### config.mk
export PLATFORM = sky130hd
export DESIGN_NAME = merlin_mem_arbiter
export DESIGN_NICKNAME = d
export VERILOG_FILES = /design/src/rtl/merlin_mem_arbiter.sv
export SDC_FILE = /design/constraint.sdc
export NUM_CORES = 1
export LEC_CHECK = 0
export BUFFER_PORTS_ARGS = -buffer_cell sky130_fd_sc_hd__buf_2
export CORE_AREA = 2 2 112 114
export CTS_BUF_LIST = sky130_fd_sc_hd__clkbuf_2 sky130_fd_sc_hd__clkbuf_4 sky130_fd_sc_hd__clkbuf_8
export DETAILED_ROUTE_END_ITERATION = 10
export DIE_AREA = 0 0 114 116
export GPL_TIMING_DRIVEN = 1
export PLACE_DENSITY_LB_ADDON = 0.1
export SLEW_MARGIN = 20
export SYNTH_ARGS = -nofsm -noshare
export SYNTH_HDL_FRONTEND = slang
export SYNTH_SLANG_ARGS = --single-unit
### constraint.sdc
create_clock -name clk_i -period 2.4 [get_ports clk_i]
set_input_delay 0.12 -clock clk_i [delete_from_list [all_inputs] [get_ports clk_i]]
set_output_delay 0.12 -clock clk_i [all_outputs]
set_load 0.01 [all_outputs]
### src/rtl/merlin_mem_arbiter.sv
// merlin_mem_arbiter
// Shares one memory request/response port between the core instruction port
// and data port. Requests are arbitrated round-robin. The grant is held while a
// request is stalled. A small FIFO of source tags steers the in-order memory
// responses back to the port that issued each request.
//
// Handshake semantics (all ports): a transfer happens on a rising clk_i edge
// where valid & ready & clk_en_i & !reset_i. Once a request is presented it
// keeps its fields stable until accepted. When reset_i=1 or clk_en_i=0, every
// ready/valid output is driven 0.
module merlin_mem_arbiter #(
    parameter int C_OTX_DEPTH_X = 2
) (
    input  logic        clk_i,
    input  logic        reset_i,
    input  logic        clk_en_i,
    // instruction port
    output logic        ireqready_o,
    input  logic        ireqvalid_i,
    input  logic [1:0]  ireqhpl_i,
    input  logic [31:0] ireqaddr_i,
    input  logic        irspready_i,
    output logic        irspvalid_o,
    output logic        irsprerr_o,
    output logic [31:0] irspdata_o,
    // data port
    output logic        dreqready_o,
    input  logic        dreqvalid_i,
    input  logic [1:0]  dreqsize_i,
    input  logic        dreqdvalid_i,
    input  logic [1:0]  dreqhpl_i,
    input  logic [31:0] dreqaddr_i,
    input  logic [31:0] dreqdata_i,
    input  logic        drspready_i,
    output logic        drspvalid_o,
    output logic        drsprerr_o,
    output logic        drspwerr_o,
    output logic [31:0] drspdata_o,
    // memory port
    input  logic        mreqready_i,
    output logic        mreqvalid_o,
    output logic [1:0]  mreqsize_o,
    output logic        mreqdvalid_o,
    output logic [1:0]  mreqhpl_o,
    output logic [31:0] mreqaddr_o,
    output logic [31:0] mreqdata_o,
    output logic        mrspready_o,
    input  logic        mrspvalid_i,
    input  logic        mrsprerr_i,
    input  logic        mrspwerr_i,
    input  logic [31:0] mrspdata_i
);

    localparam int DEPTH = 1 << C_OTX_DEPTH_X;
    localparam logic [C_OTX_DEPTH_X:0] FULL_COUNT = (C_OTX_DEPTH_X + 1)'(DEPTH);

    // Source encoding shared by the grant, last_grant, lock_src and the tags.
    typedef enum logic {
        SRC_I = 1'b0,
        SRC_D = 1'b1
    } src_t;

    // Bookkeeping state
    src_t                     last_grant;
    logic                     lock_vld;
    src_t                     lock_src;
    src_t                     tag_mem [DEPTH];
    logic [C_OTX_DEPTH_X-1:0] wr_ptr;
    logic [C_OTX_DEPTH_X-1:0] rd_ptr;
    logic [C_OTX_DEPTH_X:0]   count;

    // Combinational steering
    logic active;
    logic fifo_full;
    logic fifo_empty;
    logic gnt_any;
    src_t gnt;
    logic src_valid;
    src_t head;
    logic push;
    logic pop;

    assign active     = clk_en_i & ~reset_i;
    assign fifo_full  = (count == FULL_COUNT);
    assign fifo_empty = (count == '0);
    assign head       = tag_mem[rd_ptr];

    // Arbitration: a held lock wins, then a lone requester, then round-robin.
    always_comb begin
        gnt_any = 1'b0;
        gnt     = SRC_I;
        if (lock_vld) begin
            gnt_any = 1'b1;
            gnt     = lock_src;
        end else if (ireqvalid_i && dreqvalid_i) begin
            gnt_any = 1'b1;
            gnt     = (last_grant == SRC_I) ? SRC_D : SRC_I;
        end else if (dreqvalid_i) begin
            gnt_any = 1'b1;
            gnt     = SRC_D;
        end else if (ireqvalid_i) begin
            gnt_any = 1'b1;
            gnt     = SRC_I;
        end
    end

    // Request path: steer the granted source onto the memory port.
    // A full tag FIFO holds the request back; readies never look at the
    // response side, so a same-cycle pop cannot make room.
    always_comb begin
        src_valid    = (gnt == SRC_D) ? dreqvalid_i : ireqvalid_i;
        mreqvalid_o  = active & gnt_any & src_valid & ~fifo_full;
        ireqready_o  = mreqready_i & mreqvalid_o & (gnt == SRC_I);
        dreqready_o  = mreqready_i & mreqvalid_o & (gnt == SRC_D);
        mreqsize_o   = 2'b10;
        mreqdvalid_o = 1'b0;
        mreqhpl_o    = ireqhpl_i;
        mreqaddr_o   = ireqaddr_i;
        mreqdata_o   = '0;
        if (gnt == SRC_D) begin
            mreqsize_o   = dreqsize_i;
            mreqdvalid_o = dreqdvalid_i;
            mreqhpl_o    = dreqhpl_i;
            mreqaddr_o   = dreqaddr_i;
            mreqdata_o   = dreqdata_i;
        end
    end

    // Response path: the FIFO head decides who sees the response.
    // With nothing outstanding, any response is stalled.
    always_comb begin
        mrspready_o = active & ~fifo_empty &
                      ((head == SRC_D) ? drspready_i : irspready_i);
        irspvalid_o = active & ~fifo_empty & mrspvalid_i & (head == SRC_I);
        drspvalid_o = active & ~fifo_empty & mrspvalid_i & (head == SRC_D);
        irsprerr_o  = mrsprerr_i;
        irspdata_o  = mrspdata_i;
        drsprerr_o  = mrsprerr_i;
        drspwerr_o  = mrspwerr_i;
        drspdata_o  = mrspdata_i;
    end

    assign push = mreqvalid_o & mreqready_i;
    assign pop  = mrspvalid_i & mrspready_o;

    // Grant lock, round-robin history and FIFO pointers; frozen while clk_en_i=0.
    always_ff @(posedge clk_i) begin
        if (reset_i) begin
            last_grant <= SRC_I;
            lock_vld   <= 1'b0;
            lock_src   <= SRC_I;
            wr_ptr     <= '0;
            rd_ptr     <= '0;
            count      <= '0;
        end else if (clk_en_i) begin
            lock_vld <= mreqvalid_o & ~mreqready_i;
            if (mreqvalid_o && !mreqready_i) begin
                lock_src <= gnt;
            end
            if (push) begin
                last_grant <= gnt;
                wr_ptr     <= wr_ptr + 1'b1;
            end
            if (pop) begin
                rd_ptr <= rd_ptr + 1'b1;
            end
            case ({push, pop})
                2'b10:   count <= count + 1'b1;
                2'b01:   count <= count - 1'b1;
                default: count <= count;
            endcase
        end
    end

    // Tag storage; contents are only meaningful between wr_ptr and rd_ptr.
    always_ff @(posedge clk_i) begin
        if (push) begin
            tag_mem[wr_ptr] <= gnt;
        end
    end

endmodule

==> results of run 1 <==
-- routing by layer --
layer / share of wire, % / vias up
met3: 7.7 / 2
met4: 0.27 / 0
met5: 0 / -
li1: - / 939
met2: 55 / 130
met1: 37 / 832
-- how the worst min path moves through the flow --
stage | from | endpoint | cells past startpoint
after CTS | reset_i | rd_ptr[0]$_SDFFE_PP0P_ | 2
after floorplan | mreqready_i | wr_ptr[1]$_SDFFE_PP0P_ | 2
final | reset_i | lock_vld$_SDFFE_PP0P_ | 2
after global routing | reset_i | count[0]$_SDFFE_PP0P_ | 2
after detailed placement | mrspdata_i[1] | drspdata_o[1] | 0
after global placement | mrspdata_i[1] | drspdata_o[1] | 0
-- area by class of cell --
class | count | area, µm² | share of cell area, %
multi-input combinational | 129 | 1081 | 40.11
inverter | 9 | 33.78 | 1.253
timing repair buffer | 194 | 991.0 | 36.77
clock inverter | 1 | 3.754 | 0.1393
clock buffer | 3 | 41.29 | 1.532
tap | 147 | 183.9 | 6.825
sequential | 16 | 360.3 | 13.37
-- cell usage after synthesis (2+ instances only) --
cell      count  area [µm²]
nor2_1        9       33.78
buf_4        67       503.0
edfxtp_1      4       120.1
xnor2_1       2       17.52
and2_1       38       237.7
inv_1         8       30.03
nand2_1       4       15.01
buf_2         4       20.02
dfxtp_1      12       240.2
o311ai_0      2       17.52
clkbuf_1      5       18.77
ha_1          5       62.56
nor2b_1       2       12.51
nor3_1        2       10.01
nand2b_1      2       12.51
mux2i_1       3       30.03
or3_1         2       12.51
mux2_2       34       382.9
a21oi_1       4       20.02
-- stage by stage --
step / instance area, µm² / hold slack (ns) / setup WS [ns] / instances / power, µW
after CTS: 2679 / 0.1600 / 0.1204 / 499 / 927.1
after global routing: 2695 / 0.1846 / -0.01583 / 499 / 967.6
final: 2695 / 0.1647 / 0.1234 / 499 / 906.6
after detailed placement: 2634 / 0.2401 / 0.1452 / 495 / 708.9
after floorplan: 2004 / 0.2778 / 0.1915 / 231 / 610.5
after global placement: 2634 / 0.2401 / 0.09294 / 495 / 709.8
-- power by group through the flow --
stage / registers [µW] / clock network [µW] / logic [µW]
6_report: 289 / 212 / 406
5_1_grt: 290 / 232 / 446
4_1_cts: 289 / 222 / 416
3_5_place_dp: 295 / 0 / 414
3_3_place_gp: 295 / 0 / 415
2_1_floorplan: 294 / 0 / 317
-- cells by family after synthesis --
| family | share of synthesized area (%) |
|---|---|
| compound gates | 6.492 |
| xor+xnor | 1.311 |
| fa+ha+maj | 4.120 |
| buf+inv | 29.28 |
| flops | 17.98 |
| mux | 21.72 |
| simple gates | 19.10 |
==> results.cfg, run 1 <==
[die]
initial_core_util_pct = 16.83
ios = 288
num_rows = 40
die_w_um = 114
die_area_um2 = 13220
dieHeight_um = 116
core_um2 = 11910

[timing]
hold_violations = 0
max_freq_mhz = 439.3
setup_viol = 0
period_share_pct = 94.86
grt_setup_unrepaired = yes
slew_headroom_pct = 69.18
tns_ns = 0
worst_slew_pin_slew_ns = 0.4616
clock-skew-final_ns = 0.007324
final.min_clock_period_ns = 2.277
final-max-slew-violation-count = 0

[clock_network]
cts-resized-gates = 0
path_clk_slew_ns = 0.07
postCtsSetupRepairBufs = 0
clk_latency_ns = 0.25
hold_buffers = 0
h-tree-depth = 1
clock_tree.root_cell = clkbuf_8
clock-sinks = 16
cts_buffers = 3
clk_path_buf_depth = 2
cts_tree = done

[routing]
viasPerCell = 3.814
drt_first_pass_iters = 4
routed_wl_um = 7050
drc = 0
drtAntennaViolNets = 0
wl_per_cell_um = 14.13
via_count = 1903
detail_route.iter0.violations = 55

[worst_setup_path]
reg2regPathDepth = 10
max_stage_delay_ns = 0.52
path_max_fanout = 3
cp_top_family = multiplexers
arrival_ns = 2.42
cpMostUsedCell = nor2_1
path_class = reg -> reg
critPathBufInv = 1
start_kind = flip-flop
worstSetupEndpoint = count[2]$_SDFFE_PP0P_
r2r_end = count[2]$_SDFFE_PP0P_
cpMaxStageDelayCell = mux4_2
r2r_slack_ns = 0.12
timing.rr.start = tag_mem[3]$_DFFE_PP_
path_cells = mux4_2 -> mux2i_2 -> nor2_1 -> ha_2 -> inv_2 -> fa_2 -> xnor2_2 -> nand2_1 -> xor2_1 -> nor2_1
worstSetupPathDepth = 10
critPathLaunch = tag_mem[3]$_DFFE_PP_
worstPathRequired_ns = 2.54
crit_path_end_kind = flip-flop

[yosys]
seq_area_frac_synth_pct = 17.98
syn_inst = 231
async_flop_share_pct = 0
yosys_register_bits = 16
synth.distinct_cells = 41
syn-num-nets = 383
synth_area_um2 = 2004
yosysWarnings = 0
avgSynthCellArea_um2 = 8.677
synth-edff-count = 4
synth_flop_cell = dfxtp_1

[pwr]
power_frac_seq_pct = 31.9
clkPwrFrac_pct = 23.3
sw_frac_of_total_pct = 32.32
peakVddDrop_mv = 0.09545
p_int_uw = 613.6
p_switching_uw = 293.0
p_leak_uw = 0.001385
power_frac_comb_pct = 44.8
power_density_nw_per_um2 = 336.4

[final_layout]
nFillCells = 1353
final_layout_size_suffix_gt1_share_pct = 68.75
utilization_pct = 22.63
num_antenna_cells = 0
layout.nets = 505
final_common_cell = buf_2
syn2layout_area_growth_pct = 34.46
layout_common_cells = 186 x buf_2, 38 x and2_1, 34 x mux2_2, 12 x dfxtp_1, 9 x nor2_1

[global_routing]
overflow = 0
antenna_found_initial = 0
grt_usage_pct = 9.381
grt_util_met2_pct = 18.10
grt_pass1_vias = 1706
grt_max_degree = 36
grt-busiest-layer = met2
grt_use_met1_pct = 10.50
grt_pass1_wl_um = 9570
grt_use_met3_pct = 2.249

[placement]
dpl.hpwl_um = 6131
numPortBuffers = 186
gp_congestion = 0.6782

[job]
cap_violations = 0

[outcome]
run_status = finished clean

[min_path]
hold_class = in -> reg
No activity file was read; power rests on OpenSTA's default activity.
==> inputs of run 2 (changes only) <==
Settings changed: GPL_TIMING_DRIVEN 1 to 0.
==> run 2 against run 1 <==
  * Sequential power about the same
  * Core utilization up 7.1 points
  * Critical path type unchanged
  * First-iteration DRC count unchanged
  * Highest routed layer unchanged
  * Flip-flop and latch count unchanged
==> results.cfg, run 2 (synthesis gave the netlist of run 1 again) <==
[final_layout]
instances_no_fill = 636
layout.nets = 642
syn2layout_area_growth_pct = 76.53
layout_common_cells = 256 x buf_2, 70 x buf_4, 38 x and2_1, 34 x mux2_2, 11 x dfxtp_1
num_antenna_cells = 0
final_common_cell = buf_2
final_layout_size_suffix_gt1_share_pct = 76.48
utilization_pct = 29.71

[worst_setup_path]
worstPathRequired_ns = 2.54
cpMostUsedCell = nor2_1
worstSetupPathDepth = 10
crit_path_end_kind = flip-flop
arrival_ns = 2.50
reg2regPathDepth = 10
cp_top_family = multiplexers
start_kind = flip-flop
path_max_fanout = 5
path_cells = mux4_2 -> mux2i_4 -> nor2_1 -> ha_2 -> inv_1 -> fa_1 -> xnor2_1 -> nand2_1 -> xor2_1 -> nor2_1
cpMaxStageDelayCell = mux4_2
path_class = reg -> reg
max_stage_delay_ns = 0.53
critPathBufInv = 1

[timing]
worst_slew_pin_slew_ns = 0.4556
slew_headroom_pct = 69.63
period_share_pct = 98.07
final.min_clock_period_ns = 2.354
tns_ns = 0
grt_setup_unrepaired = yes
finalHoldWorstSlack_ns = 0.07533
max_freq_mhz = 424.9
setup_viol = 0
final-max-slew-violation-count = 0
hold_violations = 0
clock-skew-final_ns = 0.002593

[global_routing]
antenna_found_initial = 0
grt_pass1_vias = 2236
grt_max_degree = 14
overflow = 0
grt_pass1_wl_um = 11850
grt_usage_pct = 11.35

[pwr]
p_leak_uw = 0.001957
power_uw = 1071
power_density_nw_per_um2 = 302.7
peakVddDrop_mv = 0.09761

[routing]
drtAntennaViolNets = 0
viasPerCell = 3.796
detail_route.iter0.violations = 55
drc = 0
via_count = 2414
routed_wl_um = 8639
drt_first_pass_iters = 4
wl_per_cell_um = 13.58

[die]
ios = 288
die_w_um = 114
core_um2 = 11910
num_rows = 40
die_area_um2 = 13220
dieHeight_um = 116
initial_core_util_pct = 16.83

[placement]
numPortBuffers = 252
dpl.cell_count = 630
gp_congestion = 0.7361
dpl.hpwl_um = 7745

[clock_network]
cts_tree = done
path_clk_slew_ns = 0.06
clock-sinks = 16
clk_path_buf_depth = 2
cts_buffers = 3
clk_latency_ns = 0.24
h-tree-depth = 1
clock_tree.root_cell = clkbuf_8

[job]
cap_violations = 0

[min_path]
hold_class = in -> reg
holdPathStages = 2

[outcome]
run_status = finished clean
==> run 2: metal layers <==
| layer | GRT usage, % | wire, µm | share of wire (%) | up-vias |
|---|---|---|---|---|
| li1 | - | - | - | 1214 |
| met1 | 12.70 | 3059 | 35 | 1090 |
| met2 | 21.90 | 4887 | 57 | 108 |
| met3 | 3.190 | 672 | 7.8 | 2 |
| met4 | 1.463 | 19 | 0.22 | 0 |
| met5 | 0 | 0 | 0 | - |
==> run 2: final cells by class <==
class                           count  area [µm²]
Inverter                            9       33.78
Multi-Input combinational cell    129        1081
Tap cell                          147       183.9
Buffer                             76       549.3
Clock buffer                        3       41.29
Fill cell                        1316        8373
Clock inverter                      1       3.754
Sequential cell                    16       361.6
Timing Repair Buffer              255        1284
==> run 2: timing repair <==
action                     in CTS  in global routing
hold buffers                    0                  0
resized for setup               1                  5
setup endpoints to repair       1                 50
buffers inserted                1                  2
pin swaps                       0                  1
==> run 2: stage by stage <==
stage	worst slack, ns	cell area, µm²
6_report	0.04637	3538
5_1_grt	-0.06693	3538
4_1_cts	0.01461	3506
3_5_place_dp	0.007217	3450
3_3_place_gp	0.003378	3450
2_1_floorplan	0.1915	2004
==> run 2: final timing paths <==
path                               start                endpoint  slack (ns)
setup reg to reg    tag_mem[3]$_DFFE_PP_   count[2]$_SDFFE_PP0P_        0.05
setup / recovery    tag_mem[3]$_DFFE_PP_   count[2]$_SDFFE_PP0P_        0.05
hold reg to reg   rd_ptr[1]$_SDFFE_PP0P_  rd_ptr[1]$_SDFFE_PP0P_        0.47
hold / removal                   reset_i   lock_vld$_SDFFE_PP0P_        0.08
==> run 2: report_power, final <==
| part | internal [µW] | switching, µW |
|---|---|---|
| combinational | 324 | 255 |
| sequential | 283 | 6.15 |
| clock | 113 | 89.3 |
==> inputs of run 3 (changes only) <==
Settings changed: SETUP_SLACK_MARGIN set to 0.4.
==> run 3 against run 2 <==
  * Combinational power grew 3%
  * Critical path depth unchanged
  * Clock skew fell by 0.0018 ns
  * Power up 1.4%
  * Sequential power about the same
  * Flip-flop and latch count stayed put
  * Global-route usage is 0.10 points lower
  * Worst hold slack worse by 0.0025 ns
  * Clock power about the same
  * Routed wire length increased by 1.5%
  * Sequential share of layout area down 0.11 points
  * Highest routed layer unchanged
==> results.cfg, run 3 (synthesis gave the netlist of run 1 again) <==
[outcome]
run_status = finished clean

[routing]
routed_wl_um = 8765
viasPerCell = 3.734
met3_length_um = 680
drtAntennaViolNets = 0
drt_first_pass_iters = 2
met1Wirelength_um = 3095
drc = 0
detail_route.iter0.violations = 41
wl_per_cell_um = 13.74
topRoutingLayerUsed = met4
via_count = 2382
wl_met2_um = 4969

[worst_setup_path]
worstSetupEndpoint = count[2]$_SDFFE_PP0P_
crit_path_end_kind = flip-flop
path_max_fanout = 3
timing.rr.start = tag_mem[3]$_DFFE_PP_
path_cells = mux4_2 -> mux2i_4 -> nor2_2 -> ha_4 -> inv_2 -> fa_2 -> xnor2_2 -> nand2_1 -> xor2_1 -> nor2_1
arrival_ns = 2.42
worstPathRequired_ns = 2.54
critPathLaunch = tag_mem[3]$_DFFE_PP_
critPathBufInv = 1
r2r_end = count[2]$_SDFFE_PP0P_
max_stage_delay_ns = 0.54
cpMaxStageDelayCell = mux4_2
start_kind = flip-flop
cp_top_family = multiplexers
path_class = reg -> reg
r2r_slack_ns = 0.12
worstSetupPathDepth = 10
reg2regPathDepth = 10

[die]
num_rows = 40
die_area_um2 = 13220
die_w_um = 114
ios = 288
initial_core_util_pct = 16.83
core_um2 = 11910
dieHeight_um = 116

[pwr]
p_int_uw = 731.6
peakVddDrop_mv = 0.09500
power_density_nw_per_um2 = 300.3
p_switching_uw = 353.8
power_frac_seq_pct = 26.7
power_frac_comb_pct = 54.7
clkPwrFrac_pct = 18.6
p_leak_uw = 0.002007
sw_frac_of_total_pct = 32.59

[min_path]
hold_class = in -> reg

[placement]
dpl.cell_count = 630
dpl.hpwl_um = 7823
preCtsSetupSlack_ns = 0.003977
gp_congestion = 0.7421
place_area_um2 = 3450
numPortBuffers = 252

[clock_network]
cts_buffers = 3
cts_tree = done
clock_tree.root_cell = clkbuf_8
hold_buffers = 0
clock-sinks = 16
h-tree-depth = 1
clk_latency_ns = 0.24
clk_path_buf_depth = 2
path_clk_slew_ns = 0.06

[timing]
setup_viol = 0
setup_slack_ns = 0.1186
hold_violations = 0
finalHoldWorstSlack_ns = 0.07286
max_freq_mhz = 438.3
worst_slew_pin_slew_ns = 0.3322
grt_setup_unrepaired = yes
clock-skew-final_ns = 0.0007915
slew_headroom_pct = 77.56
period_share_pct = 95.06
final-max-slew-violation-count = 0
final.min_clock_period_ns = 2.281

[final_layout]
instances_no_fill = 638
stdcell_area_um2 = 3615
layout.nets = 644
final_common_cell = buf_2
syn2layout_area_growth_pct = 80.34
num_antenna_cells = 0
layout_common_cells = 256 x buf_2, 72 x buf_4, 38 x and2_1, 34 x mux2_2
final_layout_size_suffix_gt1_share_pct = 79.23

[global_routing]
grt_pass1_wl_um = 11620
grt_usage_pct = 11.25
grt_max_degree = 14
overflow = 0
grt_pass1_vias = 2048
antenna_found_initial = 0

[job]
cap_violations = 0
-- run 3: cell count changes in the layout (fill, tap and decap cells not counted), sizes merged --
cell | previous run | this run
buf | 327 | 331
clkbuf | 7 | 5
-- run 3: repair_timing --
action | 4_1_cts | 5_1_grt
endpoints found under the hold margin | 0 | 0
pin swaps | 2 | 3
setup buffers | 2 | 2
setup endpoints to repair | 69 | 51
resized for setup | 16 | 18
-- run 3: final cells by class --
class,count,area (µm²)
Clock inverter,1,3.754
Buffer,77,576.8
Fill cell,1353,8297
Clock buffer,3,41.29
Inverter,9,33.78
Tap cell,147,183.9
Sequential cell,16,365.4
Multi-Input combinational cell,129,1119
Timing Repair Buffer,256,1291
-- run 3: how the worst min path moves through the flow --
stage	start	endpoint	slack (ns)	cells past startpoint
finish	reset_i	lock_vld$_SDFFE_PP0P_	0.07	2
detailed placement	reset_i	rd_ptr[0]$_SDFFE_PP0P_	0.34	2
floorplan	mreqready_i	wr_ptr[1]$_SDFFE_PP0P_	0.28	2
global route	reset_i	count[1]$_SDFFE_PP0P_	0.09	2
global placement	reset_i	rd_ptr[0]$_SDFFE_PP0P_	0.34	2
CTS	reset_i	count[0]$_SDFFE_PP0P_	0.08	2
-- run 3: power by group through the flow --
stage,combinational [µW],clock (µW),sequential [µW]
4_1_cts,600,210,289
2_1_floorplan,317,0,294
3_3_place_gp,583,0,295
5_1_grt,644,222,291
3_5_place_dp,584,0,295
6_report,594,202,290
-- run 3: per-stage QoR --
step	utilization, %	total power, µW	setup TNS, ns
2_1_floorplan	-	610.5	0
3_3_place_gp	28.96	877.9	0
3_5_place_dp	28.96	878.9	0
4_1_cts	29.88	1099	0
5_1_grt	30.35	1158	-0.01692
6_report	30.35	1085	0
-- run 3: layer usage --
metal	vias to the layer above	GRT usage, %
met4	0	0.9756
met5	-	0
met3	2	2.981
li1	1218	-
met1	1057	12.78
met2	105	21.83
